### config.mk
export PLATFORM = sky130hd
export DESIGN_NAME = qpsk_mapper_flat
export DESIGN_NICKNAME = d
export VERILOG_FILES = /design/src/rtl/qpsk_mapper_if.sv /design/src/rtl/qpsk_mapper.sv /design/src/flat_wrapper.sv
export SDC_FILE = /design/constraint.sdc
export NUM_CORES = 1
export LEC_CHECK = 0
export CAP_MARGIN = 20
export CORE_MARGIN = 5
export CORE_UTILIZATION = 45
export CTS_CLUSTER_SIZE = 40
export DETAILED_ROUTE_END_ITERATION = 7
export GPL_TIMING_DRIVEN = 1
export PLACE_DENSITY = 0.73
export SLEW_MARGIN = 5
export SYNTH_ARGS = -nofsm -noshare
export SYNTH_HDL_FRONTEND = slang
export SYNTH_SLANG_ARGS = --single-unit
### constraint.sdc
create_clock -name CLK -period 2.4 [get_ports CLK]
set_input_delay 0.6 -clock CLK [delete_from_list [all_inputs] [get_ports CLK]]
set_output_delay 0.6 -clock CLK [all_outputs]
set_load 0.02 [all_outputs]
### src/rtl/qpsk_mapper_if.sv
// qpsk_mapper_if
//   Bundles the symbol input stream and the I/Q sample output stream of the
//   QPSK mapper so that the driver and the mapper share one port.
//
//   Input stream  (driven by master): valid_i, data_i[1:0], diff_en
//   Output stream (driven by slave) : valid_o, i_o[W-1:0], q_o[W-1:0],
//                                     sop_o, eop_o, sym_cnt_o[15:0], err_o
interface qpsk_mapper_if #(
  parameter int W = 8
);
  logic                valid_i;
  logic [1:0]          data_i;
  logic                diff_en;
  logic                valid_o;
  logic signed [W-1:0] i_o;
  logic signed [W-1:0] q_o;
  logic                sop_o;
  logic                eop_o;
  logic [15:0]         sym_cnt_o;
  logic                err_o;

  modport master (
    output valid_i, data_i, diff_en,
    input  valid_o, i_o, q_o, sop_o, eop_o, sym_cnt_o, err_o
  );

  modport slave (
    input  valid_i, data_i, diff_en,
    output valid_o, i_o, q_o, sop_o, eop_o, sym_cnt_o, err_o
  );
endinterface

### src/rtl/qpsk_mapper.sv
// qpsk_mapper
//   Maps Gray-coded dibits onto a QPSK constellation, optionally with
//   differential phase encoding, and frames each burst of symbols with a
//   fixed-length tail of zero samples.
//
//   Parameters: W        output sample width (signed)
//               AMP      constellation magnitude, 0 < AMP <= 2^(W-1)-1
//               TAIL_LEN zero samples appended per burst, 1..15
//   Ports:      CLK      clock, rising edge
//               RST      asynchronous active-low reset
//               bus      qpsk_mapper_if slave: symbol stream in, samples out,
//                        burst framing (sop_o/eop_o), last burst symbol
//                        count (sym_cnt_o) and sticky truncation flag (err_o)
//   All outputs are registered; a symbol on data_i appears one cycle later.
module qpsk_mapper #(
  parameter int W        = 8,
  parameter int AMP      = 90,
  parameter int TAIL_LEN = 4
) (
  input  logic          CLK,
  input  logic          RST,
  qpsk_mapper_if.slave  bus
);

  typedef enum logic [1:0] {
    IDLE   = 2'd0,
    ACTIVE = 2'd1,
    TAIL   = 2'd2
  } state_t;

  localparam logic signed [W-1:0] AMP_P     = W'(AMP);
  localparam logic signed [W-1:0] AMP_N     = -AMP_P;
  localparam logic [3:0]          TAIL_LAST = 4'(TAIL_LEN - 1);

  // Gray dibit to phase increment in quarter turns.
  function automatic logic [1:0] gray_inc(input logic [1:0] d);
    logic [1:0] r;
    case (d)
      2'b00:   r = 2'd0;
      2'b01:   r = 2'd1;
      2'b11:   r = 2'd2;
      default: r = 2'd3;
    endcase
    return r;
  endfunction

  state_t              state_q, state_d;
  logic [1:0]          p_q, p_d;
  logic                diff_q, diff_d;
  logic [3:0]          tail_q, tail_d;
  logic [15:0]         cnt_q, cnt_d;
  logic [15:0]         sym_cnt_q, sym_cnt_d;
  logic                err_q, err_d;
  logic                valid_q, valid_d;
  logic signed [W-1:0] i_q, i_d;
  logic signed [W-1:0] q_q, q_d;
  logic                sop_q, sop_d;
  logic                eop_q, eop_d;

  logic [1:0] inc;
  logic [1:0] p_sum;
  logic [1:0] phase;
  logic       start;
  logic       emit_sym;

  // data_i only enters the datapath when qualified, so an undriven bus
  // while valid_i is low cannot leak into the accumulator or outputs.
  assign inc   = bus.valid_i ? gray_inc(bus.data_i) : 2'd0;
  assign p_sum = p_q + inc;

  always_comb begin
    state_d   = state_q;
    p_d       = p_q;
    diff_d    = diff_q;
    tail_d    = tail_q;
    cnt_d     = cnt_q;
    sym_cnt_d = sym_cnt_q;
    err_d     = err_q;
    valid_d   = 1'b0;
    i_d       = '0;
    q_d       = '0;
    sop_d     = 1'b0;
    eop_d     = 1'b0;
    phase     = 2'd0;
    start     = 1'b0;
    emit_sym  = 1'b0;

    case (state_q)
      IDLE: begin
        if (bus.valid_i) begin
          start = 1'b1;
        end
      end

      ACTIVE: begin
        valid_d = 1'b1;
        if (bus.valid_i) begin
          emit_sym = 1'b1;
          if (diff_q) begin
            phase = p_sum;
            p_d   = p_sum;
          end else begin
            phase = inc;
          end
          if (cnt_q != 16'hFFFF) begin
            cnt_d = cnt_q + 16'd1;
          end
        end else if (TAIL_LEN == 1) begin
          // The single tail sample is also the last one.
          eop_d     = 1'b1;
          sym_cnt_d = cnt_q;
          state_d   = IDLE;
        end else begin
          // tail_q counts tail samples already emitted.
          tail_d  = 4'd1;
          state_d = TAIL;
        end
      end

      TAIL: begin
        if (bus.valid_i) begin
          // New data cuts the tail short: the old burst never gets eop_o.
          err_d = 1'b1;
          start = 1'b1;
        end else begin
          valid_d = 1'b1;
          if (tail_q == TAIL_LAST) begin
            eop_d     = 1'b1;
            sym_cnt_d = cnt_q;
            tail_d    = 4'd0;
            state_d   = IDLE;
          end else begin
            tail_d = tail_q + 4'd1;
          end
        end
      end

      default: begin
        state_d = IDLE;
      end
    endcase

    // Burst start: accumulator restarts from zero, so its new value and
    // the emitted phase are both just the first increment.
    if (start) begin
      state_d  = ACTIVE;
      diff_d   = bus.diff_en;
      p_d      = inc;
      tail_d   = 4'd0;
      cnt_d    = 16'd1;
      valid_d  = 1'b1;
      sop_d    = 1'b1;
      phase    = inc;
      emit_sym = 1'b1;
    end

    if (emit_sym) begin
      i_d = (phase == 2'd0 || phase == 2'd3) ? AMP_P : AMP_N;
      q_d = (phase == 2'd0 || phase == 2'd1) ? AMP_P : AMP_N;
    end
  end

  always_ff @(posedge CLK or negedge RST) begin
    if (!RST) begin
      state_q   <= IDLE;
      p_q       <= 2'd0;
      diff_q    <= 1'b0;
      tail_q    <= 4'd0;
      cnt_q     <= 16'd0;
      sym_cnt_q <= 16'd0;
      err_q     <= 1'b0;
      valid_q   <= 1'b0;
      i_q       <= '0;
      q_q       <= '0;
      sop_q     <= 1'b0;
      eop_q     <= 1'b0;
    end else begin
      state_q   <= state_d;
      p_q       <= p_d;
      diff_q    <= diff_d;
      tail_q    <= tail_d;
      cnt_q     <= cnt_d;
      sym_cnt_q <= sym_cnt_d;
      err_q     <= err_d;
      valid_q   <= valid_d;
      i_q       <= i_d;
      q_q       <= q_d;
      sop_q     <= sop_d;
      eop_q     <= eop_d;
    end
  end

  assign bus.valid_o   = valid_q;
  assign bus.i_o       = i_q;
  assign bus.q_o       = q_q;
  assign bus.sop_o     = sop_q;
  assign bus.eop_o     = eop_q;
  assign bus.sym_cnt_o = sym_cnt_q;
  assign bus.err_o     = err_q;

endmodule

### src/flat_wrapper.sv
// flat-port wrapper written by rule: the top's interface ports become plain ports
module qpsk_mapper_flat 
#(
  parameter int W        = 8,
  parameter int AMP      = 90,
  parameter int TAIL_LEN = 4
)
  (CLK, RST, bus_valid_i, bus_data_i, bus_diff_en, bus_valid_o, bus_i_o, bus_q_o, bus_sop_o, bus_eop_o, bus_sym_cnt_o, bus_err_o);
  qpsk_mapper_if #(.W(W)) bus_i ();
  input  logic CLK;
  input  logic RST;
  input wire logic [$bits(bus_i.valid_i)-1:0] bus_valid_i;
  input wire logic [$bits(bus_i.data_i)-1:0] bus_data_i;
  input wire logic [$bits(bus_i.diff_en)-1:0] bus_diff_en;
  output wire logic [$bits(bus_i.valid_o)-1:0] bus_valid_o;
  output wire logic [$bits(bus_i.i_o)-1:0] bus_i_o;
  output wire logic [$bits(bus_i.q_o)-1:0] bus_q_o;
  output wire logic [$bits(bus_i.sop_o)-1:0] bus_sop_o;
  output wire logic [$bits(bus_i.eop_o)-1:0] bus_eop_o;
  output wire logic [$bits(bus_i.sym_cnt_o)-1:0] bus_sym_cnt_o;
  output wire logic [$bits(bus_i.err_o)-1:0] bus_err_o;
  assign bus_i.valid_i = bus_valid_i;
  assign bus_i.data_i = bus_data_i;
  assign bus_i.diff_en = bus_diff_en;
  assign bus_valid_o = bus_i.valid_o;
  assign bus_i_o = bus_i.i_o;
  assign bus_q_o = bus_i.q_o;
  assign bus_sop_o = bus_i.sop_o;
  assign bus_eop_o = bus_i.eop_o;
  assign bus_sym_cnt_o = bus_i.sym_cnt_o;
  assign bus_err_o = bus_i.err_o;
  qpsk_mapper #(.W(W), .AMP(AMP), .TAIL_LEN(TAIL_LEN)) u_core (.CLK(CLK), .RST(RST), .bus(bus_i));
endmodule
==> results of run 1 <==
==> state kept, by name, summed over array words and instances (netlist names) <==
register              cells
u_core.cnt_q             16
u_core.bus.err_o          1
u_core.state_q            2
u_core.bus.sym_cnt_o     16
u_core.tail_q             4
u_core.bus.sop_o          1
u_core.bus.q_o            2
u_core.p_q                2
u_core.bus.i_o            3
u_core.diff_q             1
u_core.bus.eop_o          1
u_core.bus.valid_o        1
==> worst max path at each step <==
stage	slack [ns]	to	from	cells past startpoint
2_1_floorplan	0.001	u_core.bus.i_o[5]	bus_valid_i	10
3_3_place_gp	-0.38	u_core.bus.i_o[5]	bus_data_i[1]	10
3_5_place_dp	-0.45	u_core.bus.i_o[5]	bus_data_i[1]	10
4_1_cts	0.004	u_core.cnt_q[13]	bus_valid_i	6
5_1_grt	0.01	u_core.bus.i_o[5]	bus_data_i[1]	10
6_report	0.18	u_core.bus.i_o[5]	bus_data_i[1]	10
==> kinds of logic (layout without fill, tap and decap cells) <==
logic type      Yosys count  in the layout  share of synthesized area, %
xor+xnor                  2              2                         0.685
flops                    50             50                          48.9
fa+ha+maj                 8              8                          3.92
buf+inv                  28             69                          5.97
simple gates             88             88                          19.1
other cells               1              2                         0.147
compound gates           56             56                          13.8
mux                      17             17                          7.44
==> critical path: stages <==
cell and delay, ns:
dlygate4sd2_1 0.25, xor2_1 0.18, and2_1 0.16, ha_2 0.18, xor2_1 0.17, nor4b_2 0.21
o21a_1 0.16, o21ai_2 0.07, ha_1 0.30, and3_1 0.14
==> final cells by class <==
| type | instances | area (um^2) |
|---|---|---|
| well taps | 72 | 90.1 |
| clock buffers | 7 | 76.3 |
| inverters | 6 | 22.5 |
| repair buffers | 56 | 538 |
| fillers | 491 | 2360 |
| flip-flops and latches | 50 | 1250 |
| multi-input cells | 173 | 1170 |
==> cells in the mapped netlist (2+ instances only) <==
cell type,number
nand2b_1,3
o31ai_1,4
ha_1,8
nor2_1,8
dfrtp_1,50
o21ai_0,20
nor3_1,2
buf_4,12
nor2b_1,5
clkbuf_1,8
a31o_2,2
buf_2,2
mux2_2,16
nand4_1,2
nand3_1,13
nand2_1,24
and2_1,2
xor2_1,2
nor3b_1,2
and4_1,4
a32o_1,2
or4_1,6
a21oi_1,15
o41ai_1,3
inv_1,6
and3_1,4
or3_1,7
==> stage by stage <==
step / hold slack [ns] / utilization (%) / setup WS (ns) / setup TNS [ns] / power (mW)
6_report: 0.272 / 57.2 / 0.179 / 0 / 2.63
5_1_grt: 0.325 / 57.2 / 0.0127 / 0 / 2.81
4_1_cts: 0.293 / 57.1 / 0.00394 / 0 / 2.65
3_5_place_dp: 0.457 / 55.4 / -0.451 / -2.71 / 2.18
3_3_place_gp: 0.452 / 55.4 / -0.384 / -2.42 / 2.14
2_1_floorplan: 0.304 / - / 0.00148 / 0 / 1.81
==> power groups by stage <==
stage               sequential [mW]  combinational, mW  clock [mW]
finish                         1.09               1.07       0.457
global route                   1.12               1.19       0.497
CTS                            1.09               1.08       0.473
detailed placement             1.11               1.07           0
global placement               1.10               1.04           0
floorplan                      1.16              0.648           0
==> repair_timing <==
action / in CTS / in global routing
resized for setup: 4 / 3
buffers inserted: 1 / 0
pin swaps: 6 / 0
setup endpoints to repair: 4 / 6
==> per-layer routing <==
metal	vias to the layer above	global-route usage, %	routed length [um]
met5	-	0	0
met4	0	6.33	93
met3	8	2.04	186
met2	41	26.1	2660
met1	999	18.7	2260
li1	975	-	-
==> flow_metrics.tcl, run 1 <==
set metrics [dict create \
    synth_area_leaders "dfrtp_1 49%, mux2_2 7.0%, ha_1 3.9%, o21ai_0 3.9%, buf_4 3.5%" \
    insertion_delay_ns 0.30 \
    max-cap-violations 0 \
    grt_use_total_pct 15.0 \
    synth_seq_cells 50 \
    drt.antenna.violating_nets 0 \
    startpoint_type "primary input" \
    grt_max_degree 28 \
    post-route-drc-count 0 \
    cts.sinks 50 \
    placed_area_um2 3050 \
    pwr-share-seq_pct 41.7 \
    cts_tree "yes" \
    drtPass1Iterations 4 \
    tightest_slew_ns 0.539 \
    cp.required_ns 2.60 \
    power_density_nw_per_um2 834 \
    synthToLayoutAreaGrowth_pct 23.3 \
    cts_buffers 5 \
    setup_viol 0 \
    core-area_um2 5510 \
    antenna_found_initial 0 \
    switchingPower_mw 0.959 \
    path_max_fanout 2 \
    final_common_cell "dfrtp_1" \
    endpoint_kind "flop" \
    dp.cells 356 \
    cts.clk_slew.worst_paths_ns 0.08 \
    drt-total-wl_mm 5.20 \
    combPwrFrac_pct 40.9 \
    cts_max_path_buffers 2 \
    wl_per_cell_um 14.3 \
    yosysTopAreaCellShare_pct 48.9 \
    grt_pass1_vias 1918 \
    hpwl_mm 3.80 \
    viasPerCell 5.56 \
    hold_path.class "in -> async" \
    place.gp.congestion 0.818 \
    drv_slew 0 \
    relSlewSlack_pct 64.0 \
    finalClockSkew_ns 0.00751 \
    finalInstanceArea_um2 3150 \
    rsz0062_at_grt "false" \
    yosysWarnings 0 \
    switching_share_pct 36.5 \
    nets 306 \
    holdBufCountCts 0 \
    chipHeight_um 85.4 \
    synth_top_area_cell "dfrtp_1" \
    reg2reg_to "u_core.cnt_q[13]" \
    status "completed" \
    rr_startpoint "u_core.state_q[0]" \
    fmax_mhz 450 \
    path_class "in -> reg" \
    synth.avg_cell_area_um2 10.2 \
    drt-initial-drc-count 99 \
    synth_ff_type "dfrtp_1" \
    syn_area_um2 2560 \
    overflow 0 \
    num_vias 2023 \
    num_io_pins 42 \
    num_antenna_cells 0 \
    die-area_um2 7290 \
    grt_pass1_wl_mm 8.90 \
    hold_violations 0 \
    drive_above_1_share_pct 16.8 \
    min_period_ns 2.22 \
    netlist_instances 250 \
    layout_worst_path_cycle_share_pct 92.5 \
    ir_drop_mv 0.452 \
    final_cells 364 \
    r2r_slack_ns 0.35 \
    fp-row-count 27 \
    htreeDepth 2 \
    p_int_mw 1.67 \
    p_leak_nw 1.42 \
    root_buffer "clkbuf_8" \
    start_util_pct 46.4 \
    synth-edff-count 0 \
    final_cell_mix "50 x dfrtp_1, 35 x clkdlybuf4s50_1, 24 x nand2_1, 19 x o21ai_0, 16 x mux2_2" \
    io_buffers 39 \
    power.share.clock_pct 17.4 \
    synth.distinct_cells 45 \
    seq_area_frac_synth_pct 48.9 \
    reg2reg_depth 5 \
    die_w_um 85.4 \
    postSynth.asyncResetShare_pct 100 \
    critical_path_arrival_ns 2.42 \
]
(Power assumes the default switching activity.)
==> inputs of run 2 (changes only) <==
CORE_MARGIN = 2   (was 5)
==> run 2 against run 1 <==
Maximum frequency decreased by 5.2%. First-iteration DRC count increased by 27%. Non-clock buffer count unchanged. Clock power increased by 7.4%. Clock-buffer cell count unchanged. Global-route usage increased by 1.5 points. Routed wire length decreased by 3.8%. Sequential share of layout area decreased by 0.14 points. Die area decreased by 14%. Flip-flop and latch count unchanged.
==> flow_metrics.tcl, run 2 (synthesis results as in run 1) <==
set metrics [dict create \
    status "completed" \
    combPwrFrac_pct 40.5 \
    grt_util_met1_pct 20.4 \
    cts_max_path_buffers 2 \
    rsz0062_at_grt "false" \
    grt_pass1_wl_mm 8.31 \
    insertion_delay_ns 0.30 \
    grt_use_total_pct 16.5 \
    max-cap-violations 0 \
    root_buffer "clkbuf_8" \
    die-area_um2 6300 \
    post-route-drc-count 0 \
    finalInstanceArea_um2 3160 \
    layout_worst_path_cycle_share_pct 97.6 \
    switching_share_pct 35.9 \
    num_io_pins 42 \
    fp-row-count 27 \
    reg2reg_to "u_core.cnt_q[13]" \
    hpwl_mm 3.64 \
    core-area_um2 5510 \
    grt_max_degree 20 \
    busiest_layer "met2" \
    endpoint_kind "flop" \
    hold_path.class "in -> async" \
    overflow 0 \
    drt-total-wl_mm 5.00 \
    power.share.clock_pct 18.4 \
    setup_viol 0 \
    grtUsageMet2_pct 29.6 \
    switchingPower_mw 0.958 \
    placed_area_um2 3040 \
    drtPass1Iterations 4 \
    cts_buffers 5 \
    reg2reg_depth 5 \
    r2r_slack_ns 0.35 \
    cp-startpoint "bus_valid_i" \
    min_period_ns 2.34 \
    drv_slew 0 \
    pwr-share-seq_pct 41.1 \
    rr_startpoint "u_core.state_q[0]" \
    finalClockSkew_ns 0.00952 \
    grt_pass1_vias 1875 \
    start_util_pct 46.4 \
    htreeDepth 2 \
    p_int_mw 1.71 \
    ir_drop_mv 0.458 \
    drt.antenna.violating_nets 0 \
    num_vias 2014 \
    chipHeight_um 79.4 \
    drive_above_1_share_pct 18.1 \
    fmax_mhz 427 \
    critical_path_arrival_ns 2.58 \
    die_w_um 79.4 \
    wl_per_cell_um 13.7 \
    cp.required_ns 2.63 \
    nets 306 \
    place.gp.congestion 0.814 \
    io_buffers 39 \
    fin_util_pct 57.4 \
    cts.sinks 50 \
    cp_slowest_cell "clkdlybuf4s50_1" \
    p_leak_nw 1.41 \
    finalSetupTns_ns 0 \
    hold_violations 0 \
    cts_tree "yes" \
    drt-initial-drc-count 126 \
    startpoint_type "primary input" \
    antenna_found_initial 0 \
    cts.clk_slew.worst_paths_ns 0.09 \
    final_common_cell "dfrtp_1" \
    critical_path_buf_inv_count 2 \
    viasPerCell 5.52 \
    crit_chain "clkdlybuf4s50_1 > buf_4 > and3_1 > or4b_4 > or4_1 > a21oi_2" \
    path_class "in -> reg" \
    num_antenna_cells 0 \
    final_cell_mix "50 x dfrtp_1, 36 x clkdlybuf4s50_1, 24 x nand2_1, 19 x o21ai_0" \
    cp_top_family "simple AND/OR/NAND/NOR gates" \
    power_density_nw_per_um2 844 \
    path_max_fanout 4 \
    cp_num_cells 6 \
    crit_path_max_incr_delay_ns 0.52 \
    synthToLayoutAreaGrowth_pct 23.7 \
    met3_usage_pct 2.49 \
]
## run 2: area by class of cell
cell class	count	area (um^2)
inverter	6	22.5
fill	478	2340
sequential	50	1250
clock inverter	1	5.00
clock buffer	7	86.3
timing repair buffer	56	523
tap	72	90.1
multi-input combinational	173	1180
## run 2: worst max path at each step
stage	endpoint	slack [ns]
floorplan	u_core.bus.i_o[5]	0.001
global route	u_core.bus.i_o[5]	0.004
detailed placement	u_core.bus.i_o[5]	-0.47
finish	u_core.cnt_q[13]	0.06
global placement	u_core.bus.i_o[5]	-0.40
CTS	u_core.cnt_q[9]	0.02
## run 2: timing repair
action / CTS / global route
endpoints found under the hold margin: 0 / 0
pin swaps: 5 / 0
setup buffers: 1 / 0
hold buffers: 0 / 0
gates resized for setup: 4 / 4
setup endpoints to repair: 4 / 4
cloned: 0 / 0
## run 2: power by group through the flow
stage / registers (mW) / logic [mW] / clock network, mW
2_1_floorplan: 1.16 / 0.648 / 0
3_3_place_gp: 1.10 / 1.04 / 0
3_5_place_dp: 1.11 / 1.07 / 0
4_1_cts: 1.09 / 1.08 / 0.510
5_1_grt: 1.11 / 1.19 / 0.548
6_report: 1.10 / 1.08 / 0.491
## run 2: per-stage QoR
stage / cells / total power, mW / setup slack [ns] / hold slack, ns
5_1_grt: 365 / 2.86 / 0.00421 / 0.216
6_report: 365 / 2.67 / 0.0576 / 0.204
2_1_floorplan: 251 / 1.81 / 0.00148 / 0.304
4_1_cts: 365 / 2.69 / 0.0160 / 0.210
3_3_place_gp: 356 / 2.14 / -0.396 / 0.450
3_5_place_dp: 356 / 2.18 / -0.466 / 0.452
## run 2: metal layers
layer | wire length, um | up-vias
met4 | 55 | 0
met2 | 2590 | 36
li1 | - | 985
met5 | 0 | -
met3 | 142 | 4
met1 | 2220 | 989
==> inputs of run 3 (changes only) <==
CTS_BUF_LIST = sky130_fd_sc_hd__clkbuf_8   (was unset)
==> run 3 against run 2 <==
Combinational power about the same. Clock skew about the same. Via count is essentially flat. Clock-buffer cell count down 1. First-iteration DRC count unchanged. Setup slack hardly changed. Non-clock buffer count is the same. Power fell by 0.16%. Sequential share of layout area unchanged. Maximum frequency about the same. Global-route usage unchanged. Utilization did not move. Largest cell class unchanged. Largest power group unchanged.
==> flow_metrics.tcl, run 3 (synthesis results as in run 1) <==
set metrics [dict create \
    ir_drop_mv 0.458 \
    max-cap-violations 0 \
    synthToLayoutAreaGrowth_pct 23.7 \
    grt_max_degree 20 \
    place.gp.congestion 0.814 \
    startpoint_type "primary input" \
    hpwl_mm 3.64 \
    nets 306 \
    final_cell_mix "50 x dfrtp_1, 36 x clkdlybuf4s50_1, 24 x nand2_1, 19 x o21ai_0" \
    critical_path_arrival_ns 2.58 \
    wl_per_cell_um 13.7 \
    grt_pass1_vias 1875 \
    finalClockSkew_ns 0.00954 \
    p_leak_nw 1.42 \
    setup_viol 0 \
    io_buffers 39 \
    viasPerCell 5.51 \
    cp.required_ns 2.63 \
    status "completed" \
    num_vias 2012 \
    fp-row-count 27 \
    num_antenna_cells 0 \
    drive_above_1_share_pct 18.1 \
    drt-initial-drc-count 126 \
    drt-total-wl_mm 5.00 \
    root_buffer "clkbuf_8" \
    cts.sinks 50 \
    cts_buffers 5 \
    drt.antenna.violating_nets 0 \
    path_max_fanout 4 \
    layout_worst_path_cycle_share_pct 97.6 \
    insertion_delay_ns 0.30 \
    num_io_pins 42 \
    endpoint_kind "flop" \
    hold_path.class "in -> async" \
    core-area_um2 5510 \
    dp.cells 356 \
    drtPass1Iterations 4 \
    final_common_cell "dfrtp_1" \
    power.total_mw 2.66 \
    post-route-drc-count 0 \
    chipHeight_um 79.4 \
    rsz0062_at_grt "false" \
    cts_max_path_buffers 2 \
    min_period_ns 2.34 \
    hold_violations 0 \
    cts_tree "yes" \
    die-area_um2 6300 \
    overflow 0 \
    final_cells 365 \
    cts.clk_slew.worst_paths_ns 0.09 \
    antenna_found_initial 0 \
    power_density_nw_per_um2 842 \
    n_fill_cell 478 \
    path_class "in -> reg" \
    die_w_um 79.4 \
    htreeDepth 2 \
    grt_use_total_pct 16.5 \
    grt_pass1_wl_mm 8.31 \
    start_util_pct 46.4 \
    drv_slew 0 \
    holdBufCountCts 0 \
    fmax_mhz 427 \
]
## run 3: cell types whose count changed in the layout (fill, tap and decap cells not counted), sizes merged
cell / delta
inv: +1
clkbuf: -1
## run 3: layout make-up
| class | count | area (um^2) | share of cell area [%] |
|---|---|---|---|
| clock inverter | 2 | 8.76 | 0.277 |
| timing repair buffer | 56 | 523 | 16.5 |
| inverter | 6 | 22.5 | 0.712 |
| tap | 72 | 90.1 | 2.85 |
| multi-input combinational | 173 | 1180 | 37.4 |
| clock buffer | 6 | 82.6 | 2.61 |
| sequential | 50 | 1250 | 39.6 |
## run 3: worst max-delay path: stages
cell	delay, ns
clkdlybuf4s50_1	0.52
buf_4	0.13
and3_1	0.17
or4b_4	0.49
or4_1	0.50
a21oi_2	0.15
## run 3: timing repair
item,4_1_cts,5_1_grt
pin swaps,5,0
setup buffers,1,0
gates resized for setup,4,4
setup endpoints to repair,4,4
## run 3: worst paths after layout
kind,cells past startpoint,end,slack (ns),start
setup reg to reg,5,u_core.cnt_q[13],0.35,u_core.state_q[0]
min in group CLK,1,u_core.bus.err_o,0.46,u_core.bus.err_o
setup / recovery,6,u_core.cnt_q[13],0.06,bus_valid_i
max in group asynchronous,2,u_core.bus.sym_cnt_o[8],1.62,RST
hold / removal,1,u_core.bus.i_o[1],0.20,RST
hold reg to reg,1,u_core.bus.err_o,0.46,u_core.bus.err_o
## run 3: per-layer routing
layer | global-route usage (%) | up-vias | part of all wire, %
met1 | 20.4 | 987 | 44
met2 | 29.6 | 36 | 52
met5 | 0 | - | 0
li1 | - | 985 | -
met4 | 5.34 | 0 | 1.1
met3 | 2.49 | 4 | 2.9
## run 3: through the flow
step | util (%) | instance area [um^2] | TNS, ns | setup slack, ns | hold WS, ns
final | 57.4 | 3160 | 0 | 0.0576 | 0.205
after floorplan | - | 2570 | 0 | 0.00148 | 0.304
after detailed placement | 55.2 | 3040 | -2.73 | -0.466 | 0.452
after global routing | 57.4 | 3160 | 0 | 0.00421 | 0.216
after global placement | 55.2 | 3040 | -2.45 | -0.396 | 0.450
after CTS | 57.1 | 3150 | 0 | 0.0162 | 0.210
## run 3: power breakdown
part           switching [mW]  total (mW)  internal (mW)
clock network           0.258       0.487          0.229
logic                   0.579        1.08          0.502
registers               0.122        1.10          0.974
